`config.mk`:
```
export PLATFORM = sky130hd
export DESIGN_NAME = eship_projectile_bank
export DESIGN_NICKNAME = d
export VERILOG_FILES = /design/src/rtl/eship_projectile_bank.sv
export SDC_FILE = /design/constraint.sdc
export NUM_CORES = 1
export LEC_CHECK = 0
export BUFFER_PORTS_ARGS = -buffer_cell sky130_fd_sc_hd__buf_2
export CAP_MARGIN = 20
export CORE_AREA = 4 4 144 146
export CTS_CLUSTER_SIZE = 8
export DETAILED_ROUTE_END_ITERATION = 6
export DIE_AREA = 0 0 148 150
export HOLD_SLACK_MARGIN = 0.02
export SETUP_SLACK_MARGIN = 0.4
export SLEW_MARGIN = 10
export SYNTH_ARGS = -nofsm -noshare
export SYNTH_HDL_FRONTEND = slang
export SYNTH_SLANG_ARGS = --single-unit
```
`constraint.sdc`:
```
create_clock -name frame_clk -period 5.3 [get_ports frame_clk]
set_input_delay 1.06 -clock frame_clk [delete_from_list [all_inputs] [get_ports frame_clk]]
set_output_delay 1.06 -clock frame_clk [all_outputs]
set_load 0.01 [all_outputs]
```
`src/rtl/eship_projectile_bank.sv`:
```
// Enemy projectile slot bank: loads slots from the finder's activation
// vector, moves live projectiles once per frame, retires them on hit or
// when they leave the screen, and reports per-slot busy flags.
module eship_projectile_bank #(
    parameter int NPE          = 4,
    parameter int SPAWN_DY     = 16,
    parameter int SPEED_Y      = 4,
    parameter int SPEED_X      = 1,
    parameter int AIM_DEADBAND = 8,
    parameter int Y_MAX        = 479,
    parameter int X_MAX        = 639
) (
    input  logic                       frame_clk,
    input  logic                       Reset,
    input  logic [NPE-1:0]             EProjActvt,
    input  logic [9:0]                 ShooterX,
    input  logic [9:0]                 ShooterY,
    input  logic [9:0]                 PlayerX,
    input  logic [NPE-1:0]             EProjHit,
    output logic [NPE-1:0]             EProjEn,
    output logic [NPE*10-1:0]          EProjX,
    output logic [NPE*10-1:0]          EProjY,
    output logic [$clog2(NPE+1)-1:0]   ActiveCount,
    output logic                       ActvtErr
);

    localparam int CW = $clog2(NPE+1);

    localparam logic [10:0]        SPAWN_DY_W = 11'(SPAWN_DY);
    localparam logic [10:0]        DEADBAND_W = 11'(AIM_DEADBAND);
    localparam logic [11:0]        SPEED_Y_W  = 12'(SPEED_Y);
    localparam logic signed [11:0] SPEED_X_S  = 12'(SPEED_X);
    localparam logic [11:0]        Y_MAX_W    = 12'(Y_MAX);
    localparam logic signed [11:0] X_MAX_S    = 12'(X_MAX);

    typedef enum logic {IDLE, FLY} slotState_t;
    typedef enum logic [1:0] {
        DIR_NONE  = 2'b00,
        DIR_RIGHT = 2'b01,
        DIR_LEFT  = 2'b11
    } xDir_t;

    slotState_t        state     [NPE];
    slotState_t        stateNext [NPE];
    logic [9:0]        posX      [NPE];
    logic [9:0]        posXNext  [NPE];
    // Y carries an extra bit so a spawn computed below the screen is kept
    // intact and retires on the following frame instead of wrapping.
    logic [10:0]       posY      [NPE];
    logic [10:0]       posYNext  [NPE];
    xDir_t             dir       [NPE];
    xDir_t             dirNext   [NPE];
    logic [11:0]       moveY     [NPE];
    logic signed [11:0] moveX    [NPE];
    logic [10:0]       spawnY;
    xDir_t             spawnDir;
    logic              errNext;
    logic [CW-1:0]     countNext;

    // Spawn position and aim direction shared by every slot activated this cycle
    always_comb begin
        spawnY   = {1'b0, ShooterY} + SPAWN_DY_W;
        spawnDir = DIR_NONE;
        if ({1'b0, PlayerX} > {1'b0, ShooterX} + DEADBAND_W)
            spawnDir = DIR_RIGHT;
        else if ({1'b0, PlayerX} + DEADBAND_W < {1'b0, ShooterX})
            spawnDir = DIR_LEFT;
    end

    // Candidate position one frame ahead for each slot
    always_comb begin
        for (int unsigned i = 0; i < NPE; i++) begin
            moveY[i] = {1'b0, posY[i]} + SPEED_Y_W;
            case (dir[i])
                DIR_RIGHT: moveX[i] = $signed({2'b00, posX[i]}) + SPEED_X_S;
                DIR_LEFT:  moveX[i] = $signed({2'b00, posX[i]}) - SPEED_X_S;
                default:   moveX[i] = $signed({2'b00, posX[i]});
            endcase
        end
    end

    // Per-slot next-state logic, sticky error flag and live-slot count
    always_comb begin
        errNext   = ActvtErr;
        countNext = '0;
        for (int unsigned i = 0; i < NPE; i++) begin
            stateNext[i] = state[i];
            posXNext[i]  = posX[i];
            posYNext[i]  = posY[i];
            dirNext[i]   = dir[i];
            case (state[i])
                IDLE: begin
                    if (EProjActvt[i]) begin
                        stateNext[i] = FLY;
                        posXNext[i]  = ShooterX;
                        posYNext[i]  = spawnY;
                        dirNext[i]   = spawnDir;
                    end
                end
                FLY: begin
                    if (EProjActvt[i])
                        errNext = 1'b1;
                    if (EProjHit[i] || (moveY[i] > Y_MAX_W) ||
                        (moveX[i] < 12'sd0) || (moveX[i] > X_MAX_S)) begin
                        stateNext[i] = IDLE;
                    end else begin
                        posXNext[i] = moveX[i][9:0];
                        posYNext[i] = moveY[i][10:0];
                    end
                end
                default: stateNext[i] = IDLE;
            endcase
            if (stateNext[i] == FLY)
                countNext = countNext + CW'(1);
        end
    end

    // Slot registers, error flag and count; reset overrides everything
    always_ff @(posedge frame_clk) begin
        if (Reset) begin
            for (int unsigned i = 0; i < NPE; i++) begin
                state[i] <= IDLE;
                posX[i]  <= '0;
                posY[i]  <= '0;
                dir[i]   <= DIR_NONE;
            end
            ActvtErr    <= 1'b0;
            ActiveCount <= '0;
        end else begin
            for (int unsigned i = 0; i < NPE; i++) begin
                state[i] <= stateNext[i];
                posX[i]  <= posXNext[i];
                posY[i]  <= posYNext[i];
                dir[i]   <= dirNext[i];
            end
            ActvtErr    <= errNext;
            ActiveCount <= countNext;
        end
    end

    // Pack registered slot state onto the output buses
    always_comb begin
        for (int unsigned i = 0; i < NPE; i++) begin
            EProjEn[i]         = (state[i] == FLY);
            EProjX[10*i +: 10] = posX[i];
            EProjY[10*i +: 10] = posY[i][9:0];
        end
    end

endmodule

```
Word-level counts from Yosys, hierarchy flattened
Memories as Yosys holds them, arrays and structs flattened.
Cells that the tools add are included.
- word-level logic and storage cells: 159
- memories kept: 4
- output and inout bits: 88
- memory bits (writable): 96
- register bits after elaboration: 4
- input bits: 40
- mux-type cells: 81
- eq/ne operators: 8
- magnitude comparators: 14
- add/subtract/negate cells: 18
- reductions and logical operators: 12
- bitwise operators: 20
- memory list (memory ; depth ; width ; read ports ; clocked after Yosys merged registers in ; wr ports ; line ; RTL):
    posY ; 4 ; 11 ; 4 ; 0 ; 4 ; 49 ; logic [10:0] posY [NPE];
    posX ; 4 ; 10 ; 4 ; 0 ; 4 ; 45 ; logic [9:0] posX [NPE];
    dir ; 4 ; 2 ; 4 ; 0 ; 4 ; 51 ; xDir_t dir [NPE];
    state ; 4 ; 1 ; 4 ; 0 ; 4 ; 43 ; slotState_t state [NPE];
- operators with widths (cell ; count):
    11-bit two-way mux ; 12
    10-bit two-way mux ; 12
    12-bit one-hot mux with 2 select lines ; 4
    11-bit one-hot mux with 2 select lines ; 4
    10-bit one-hot mux with 2 select lines ; 4
    11-bit by 3-bit adder with 12-bit output, second input constant ; 4
    12-bit by 11-bit > comparator with 1-bit output, second input constant ; 4
    12-bit by 9-bit > comparator with 1-bit output, second input constant ; 4
    12-bit by 1-bit < comparator with 1-bit output, second input constant ; 4
    10-bit by 1-bit adder with 11-bit output, second input constant ; 4
    10-bit by 1-bit subtractor with 11-bit output, second input constant ; 4
    2-bit two-way mux ; 14
    1-bit two-way mux ; 24
    10-bit by 4-bit adder with 11-bit output, second input constant ; 2
    1-bit OR ; 16
    1-bit logical OR ; 12
    10-bit by 5-bit adder with 11-bit output, second input constant ; 1
    10-bit by 11-bit > comparator with 1-bit output ; 1
    11-bit by 10-bit < comparator with 1-bit output ; 1
    3-bit by 1-bit adder with 3-bit output, second input constant ; 3
    3-bit two-way mux ; 3
    2-bit by 1-bit == test with 1-bit output, second input constant ; 4
    2-bit == test, second input constant ; 4
    1-bit one-hot mux with 2 select lines ; 4
    1-bit NOT ; 4

Depth between registers and ports, before layout
Gate-level depths: netlist of run 1.
An unclocked memory read counts as a cell.
- depth after elaboration: 15
- mapped depth: 15
- mapped depth without buffers: 14

Least setup slack after synthesis of run 1
OpenSTA, ideal clock, no wires.
- kind: register to register
- start point: memory posY[1][3]
- end point: register ActiveCount[1]
- stages on the path, launching flop included: 15
- library setup time: 0.116 ns
- slack: 1.629 ns
- data required time: 5.184 ns
- clock period less this slack: 3.671 ns
- data arrival time: 3.555 ns
- path buffers: 1
- cells stage by stage: dfxtp_1 ha_1 nand3_1 nor3_1 mux2_2 o41a_1 a31o_2 clkbuf_1 ha_1 nand2_1 nor3_1 or3_1 ha_1 and3_1 a41o_1
- RTL lines (what ; line ; RTL):
    start: declaration ; 49 ;
    end signal: assignment ; 137 ; ActiveCount <= countNext;
    end: declaration ; 23 ; output logic [$clog2(NPE+1)-1:0] ActiveCount,

==> results.ini, run 1 <==
[outcome]
outcome = completed

[clock_tree]
cts_root_buf = clkbuf_16
holdBufCountCts = 0
clk_pin_slew_ns = 0.08
cts_buffers = 9
postCtsSetupBuffers = 0
clock-sinks = 100
clk_path_buf_depth = 2
cts_tree = yes
post_cts_resized = 0
htree_levels = 3
clk_latency_ns = 0.36

[floorplan]
dieArea_um2 = 22200
num_io_pins = 128
rows = 51
die_y_um = 150
die_x_um = 148
coreArea_um2 = 19400
start_util_pct = 39.8

[global_routing]
grt_pass1_vias = 7116
grt_pass1_wl_mm = 39.7
grt_usage_pct = 22.3
grt-ovfl-total = 0
antenna_found_initial = 0
grt_max_degree = 90

[placed_design]
dp_hpwl_mm = 18.3
io_buffers = 127
gp_congestion = 0.941
place_ws_ns = 1.22
place_inst = 1326
dpl_cell_area_um2 = 8180

[synth]
avgSynthCellArea_um2 = 7.49
synth-seq-cells = 100
synthFlopType = dfxtp_1
ys_types = 82
synth_area_um2 = 7730
yosys.cell_count.top_type = nand2_1
ys_warn_count = 0
synth_top_area_cell = dfxtp_1
synth_area_leaders = dfxtp_1 (26%), ha_1 (6.3%), a21oi_1 (5.8%)
synth_top_area_share_pct = 25.9
postSynthNetCount = 1111
ys_seq_area_share_pct = 25.9
synth_edf_count = 0
netlist_instances = 1032
synthArstFlopShare_pct = 0
netlist_top_cells_count = nand2_1 (113), dfxtp_1 (100), a21oi_1 (90), nand3_1 (60), clkbuf_1 (53)

[timing]
rsz0062_at_grt = false
slew-limit-headroom_pct = 31.6
finalSetupTns_ns = 0
finalClockSkew_ns = 0.0102
fmax_mhz = 240
worstMarginPinSlew_ns = 1.03
finalSetupViolCount = 0
min_period_ns = 4.17
setup_ws_ns = 1.13
period_share_pct = 78.6
slew_viol_final = 0
finalHoldViolCount = 0

[cells_and_area]
nFillCells = 2101
finish.instance_area_um2 = 8480
area_delta_synth_final_pct = 9.70
drive_above_1_share_pct = 16.2
final_nets = 1152
finalNonFillerCells = 1342
seq_area_um2 = 2000
multiInputGateArea_um2 = 4930
diodes = 0

[pwr]
p_switching_uw = 793
p_sw_share_pct = 36.4
intPower_uw = 1390
p_leak_uw = 0.00331
clkPwrFrac_pct = 29.4
p_seq_share_pct = 42.7
combPwrFrac_pct = 27.8
peakVddDrop_mv = 0.185
power_density_nw_per_um2 = 257

[critical_path]
critPathLaunchType = register
cp_max_fo = 33
worst-r2r-setup-slack_ns = 1.13
cp-end-kind = register
worstPathRequired_ns = 5.55
cp.arrival_ns = 4.42
path_class = reg -> reg

[job]
drv_cap = 0

[routing]
drtPass1Iterations = 5
drc = 0
wirelength_mm = 25.5
route.antenna.remaining_nets = 0
routed-via-count = 7912
routedWlPerCell_um = 19.0
via_per_inst = 5.90
drt_iter0_markers = 651

[min_path]
hold_path_class = reg -> reg

## path summary, 6_finish.rpt
check	start	endpoint	depth (start not counted)
min reg2reg	posY[0][0]$_SDFFE_PP0P_	posY[0][0]$_SDFFE_PP0P_	2
max reg2reg	dir[1][1]$_SDFFE_PP0P_	ActiveCount[1]$_SDFF_PP0_	12
min	posY[0][0]$_SDFFE_PP0P_	posY[0][0]$_SDFFE_PP0P_	2
max	dir[1][1]$_SDFFE_PP0P_	ActiveCount[1]$_SDFF_PP0_	12
## metrics by stage
step                      utilization, %  hold slack, ns  total power (µW)
after floorplan                        -           0.432              1360
after global placement              42.2           0.440              1540
after detailed placement            42.2           0.444              1550
after CTS                           43.6           0.454              2190
after global routing                43.7           0.468              2300
final                               43.7           0.453              2180
## flip-flops by register name, indices dropped and copies added (netlist names)
name	flops
posX	40
state	4
dir	8
ActvtErr	1
ActiveCount	3
posY	44
## area by class of cell
type                            count  share of cell area (%)
Clock buffer                       12                    2.91
Clock inverter                      3                   0.280
Inverter                           52                    2.30
Multi-Input combinational cell    771                    58.2
Sequential cell                   100                    23.6
Tap cell                          265                    3.91
Timing Repair Buffer              139                    8.80
## cells by family after synthesis
| group | Yosys count | share of synthesized area (%) |
|---|---|---|
| DFF | 100 | 25.9 |
| xor gates and xnor gates | 28 | 3.17 |
| AOI/OAI and AO/OA | 296 | 25.7 |
| muxes | 17 | 2.27 |
| and+or+nand+nor | 391 | 26.1 |
| adders and majority gates | 39 | 6.31 |
| buffers and inverters | 161 | 10.4 |
## power by group through the flow
stage          registers, µW  clock network (µW)  logic [µW]
4_1_cts                  930                 654         605
6_report                 932                 642         607
5_1_grt                  949                 682         673
3_3_place_gp             947                   0         597
3_5_place_dp             947                   0         602
2_1_floorplan            914                   0         445
## layer usage
layer  up-vias  GRT usage (%)  routed length (µm)
li1       3858              -                   -
met2       241           36.2               12100
met4         0           6.05                 454
met1      3778           30.4               11100
met5         -              0                   0
met3        35           4.15                1720
## cells in the final DEF (no fill, tap or decap), types with 9 or more instances in the layout
| master | count |
|---|---|
| mux2i_1 | 13 |
| and3_1 | 15 |
| nor2b_1 | 9 |
| nor2_1 | 48 |
| nand2b_1 | 16 |
| xnor2_1 | 21 |
| ha_1 | 39 |
| a211oi_1 | 15 |
| o22ai_1 | 13 |
| nand4b_1 | 9 |
| o32ai_1 | 28 |
| a31oi_1 | 20 |
| nor3_1 | 43 |
| or3_1 | 11 |
| buf_2 | 127 |
| a21oi_1 | 90 |
| nand3_1 | 60 |
| and2_1 | 9 |
| o21ai_0 | 39 |
| clkbuf_16 | 9 |
| dfxtp_1 | 100 |
| inv_1 | 52 |
| nand2_1 | 113 |
| buf_4 | 11 |
| a21o_1 | 9 |
## critical path, stage by stage, from the launching register on
cell and delay (ns):
dfxtp_1 0.54, nor4bb_1 0.52, nand2_1 0.16, o41ai_1 0.43, o41a_1 0.20, a31o_2 0.58, ha_1 0.42, nand2_1 0.11
nor3_1 0.06, or3_1 0.42, ha_1 0.28, and3_1 0.14, a41o_1 0.19
No activity file was read; power rests on OpenSTA's default activity.
==> run 2, diff against run 1 <==
Clock period 5.3 ns to 3.9 ns, I/O delays scaled along.
==> run 2 against run 1 <==
Net effect:
- clock power grew 50%
- register-to-register slack lost 0.63 ns
- die area is the same
- first-iteration DRC count shrank 2.5%
- sequential power grew 36%
- cell count grew 1.6%
- clock skew grew 0.0028 ns
- largest power group unchanged
==> results.ini, run 2 (synthesis gave the netlist of run 1 again) <==
[outcome]
outcome = completed

[global_routing]
grt_pass1_wl_mm = 40.4  ; +1.6%
use_met1_pct = 32.1  ; +1.8 points
grt_usage_pct = 22.7  ; +0.40 points
grt_use_met2_pct = 34.3  ; -1.9 points
antenna_found_initial = 0  ; unchanged
use_met3_pct = 3.94  ; -0.21 points
grt-ovfl-total = 0  ; unchanged
grt-busiest-layer = met2
grt_max_degree = 58  ; -36%
grt_pass1_vias = 7243  ; +1.8%

[critical_path]
cp.arrival_ns = 3.66  ; -0.76 ns
worstPathRequired_ns = 4.16  ; -1.39 ns
cp-end-kind = register
path_class = reg -> reg
rr_worst_depth = 13  ; +1
critPathLaunchType = register
r2r-start = dir[0][1]$_SDFFE_PP0P_
crit_path_start = dir[0][1]$_SDFFE_PP0P_
cp_max_fo = 9  ; -73%

[pwr]
p_leak_uw = 0.00346  ; +4.4%
power_density_nw_per_um2 = 352  ; +37%
peakVddDrop_mv = 0.284  ; +54%

[cells_and_area]
final_cell_mix = buf_2 (127), nand2_1 (113), a21oi_1 (90)
nFillCells = 2010  ; -4.3%
reg_top3 = posY (44), posX (40), dir (8)
final_nets = 1173  ; +1.8%
largest_reg_flops = 44  ; unchanged
area_delta_synth_final_pct = 14.5
seq_area_um2 = 2030  ; +1.4%
top_register = posY
multiInputGateArea_um2 = 5100  ; +3.4%
drive_above_1_share_pct = 21.3  ; +5.1 points
layout_commonest_cell = buf_2
diodes = 0  ; unchanged
finalNonFillerCells = 1364  ; +1.6%

[placed_design]
gp_congestion = 0.928  ; -1.4%
place_ws_ns = 0.390  ; -0.825 ns
place_inst = 1340  ; +1.1%
io_buffers = 127  ; unchanged
dp_hpwl_mm = 18.6  ; +1.6%

[clock_tree]
clk_pin_slew_ns = 0.08  ; about the same
htree_levels = 3  ; unchanged
cts_buffers = 9  ; unchanged
cts_root_buf = clkbuf_16
clock-sinks = 100  ; unchanged
cts_tree = yes
clk_latency_ns = 0.36  ; about the same
clk_path_buf_depth = 2  ; unchanged

[routing]
route.antenna.remaining_nets = 0  ; unchanged
routedWlPerCell_um = 19.2  ; +1.4%
wirelength_mm = 26.2  ; +3.0%
drc = 0  ; unchanged
drtPass1Iterations = 5  ; unchanged
via_per_inst = 5.84  ; -0.87%
routed-via-count = 7972  ; +0.76%
drt_iter0_markers = 635  ; -2.5%

[floorplan]
rows = 51  ; unchanged
coreArea_um2 = 19400  ; unchanged
die_x_um = 148  ; unchanged
die_y_um = 150  ; unchanged
num_io_pins = 128  ; unchanged
dieArea_um2 = 22200  ; unchanged
start_util_pct = 39.8  ; unchanged

[timing]
finalClockSkew_ns = 0.0130  ; +0.00278 ns
fmax_mhz = 294  ; +23%
slew-limit-headroom_pct = 37.5  ; +5.9 points
finalSetupViolCount = 0  ; unchanged
period_share_pct = 87.2  ; +8.6 points
worstMarginPinSlew_ns = 0.931  ; -0.0949 ns
rsz0062_at_grt = false
min_period_ns = 3.40  ; -0.765 ns
finalHoldViolCount = 0  ; unchanged
whs_ns = 0.452  ; -0.000483 ns
setup_ws_ns = 0.499  ; -0.635 ns
finalSetupTns_ns = 0  ; unchanged
slew_viol_final = 0  ; unchanged

[min_path]
hold_path_class = reg -> reg
holdPathStages = 2  ; unchanged
hold_path.startpoint = posY[0][1]$_SDFFE_PP0P_

[job]
drv_cap = 0  ; unchanged

run 2: cell types whose count changed in the layout (fill, tap and decap cells not counted), sizes merged:
cell and change:
buf +21, bufinv +1, clkbuf -2, clkinv +2
run 2: what timing repair did:
item                       4_1_cts  5_1_grt
buffers inserted                 0        8
setup endpoints to repair        1        2
hold endpoints to repair         0        0
pin swaps                        0        9
hold buffers                     0        0
gates resized for setup          5       38
run 2: per-layer routing:
layer  wire length, µm  share of wire (%)
met1             12100                 46
met5                 0                  0
met3              1780                6.8
met4               771                2.9
met2             11600                 44
run 2: layout make-up:
| class | count | share of cell area, % |
|---|---|---|
| Sequential cell | 100 | 22.9 |
| Clock buffer | 10 | 2.70 |
| Inverter | 52 | 2.21 |
| Timing Repair Buffer | 160 | 10.0 |
| Tap cell | 265 | 3.75 |
| Clock inverter | 6 | 0.721 |
| Multi-Input combinational cell | 771 | 57.7 |
run 2: stage by stage:
stage	utilization, %	power [µW]	instance area, µm²
2_1_floorplan	-	1850	7750
3_3_place_gp	42.8	2120	8310
3_5_place_dp	42.8	2130	8310
4_1_cts	44.5	3080	8630
5_1_grt	45.6	3280	8850
6_report	45.6	3120	8850
run 2: report_power, final:
group	switching [µW]	internal, µW
clock network	445	515
logic	528	364
registers	153	1110
run 2: final timing paths:
check | end | slack, ns
setup reg to reg | ActiveCount[1]$_SDFF_PP0_ | 0.50
setup / recovery | ActiveCount[1]$_SDFF_PP0_ | 0.50
hold reg to reg | posY[0][1]$_SDFFE_PP0P_ | 0.45
hold / removal | posY[0][1]$_SDFFE_PP0P_ | 0.45
run 2: critical path, cell delays in order (launching register included):
cell and delay [ns]:
dfxtp_4 0.38, nand4b_1 0.29, nor4_2 0.36, a41oi_2 0.11, xor2_2 0.22, o31ai_4 0.35
buf_6 0.18, inv_1 0.05, ha_1 0.20, or3_1 0.40, and2_1 0.15, ha_1 0.27
and3_1 0.14, a41o_1 0.19
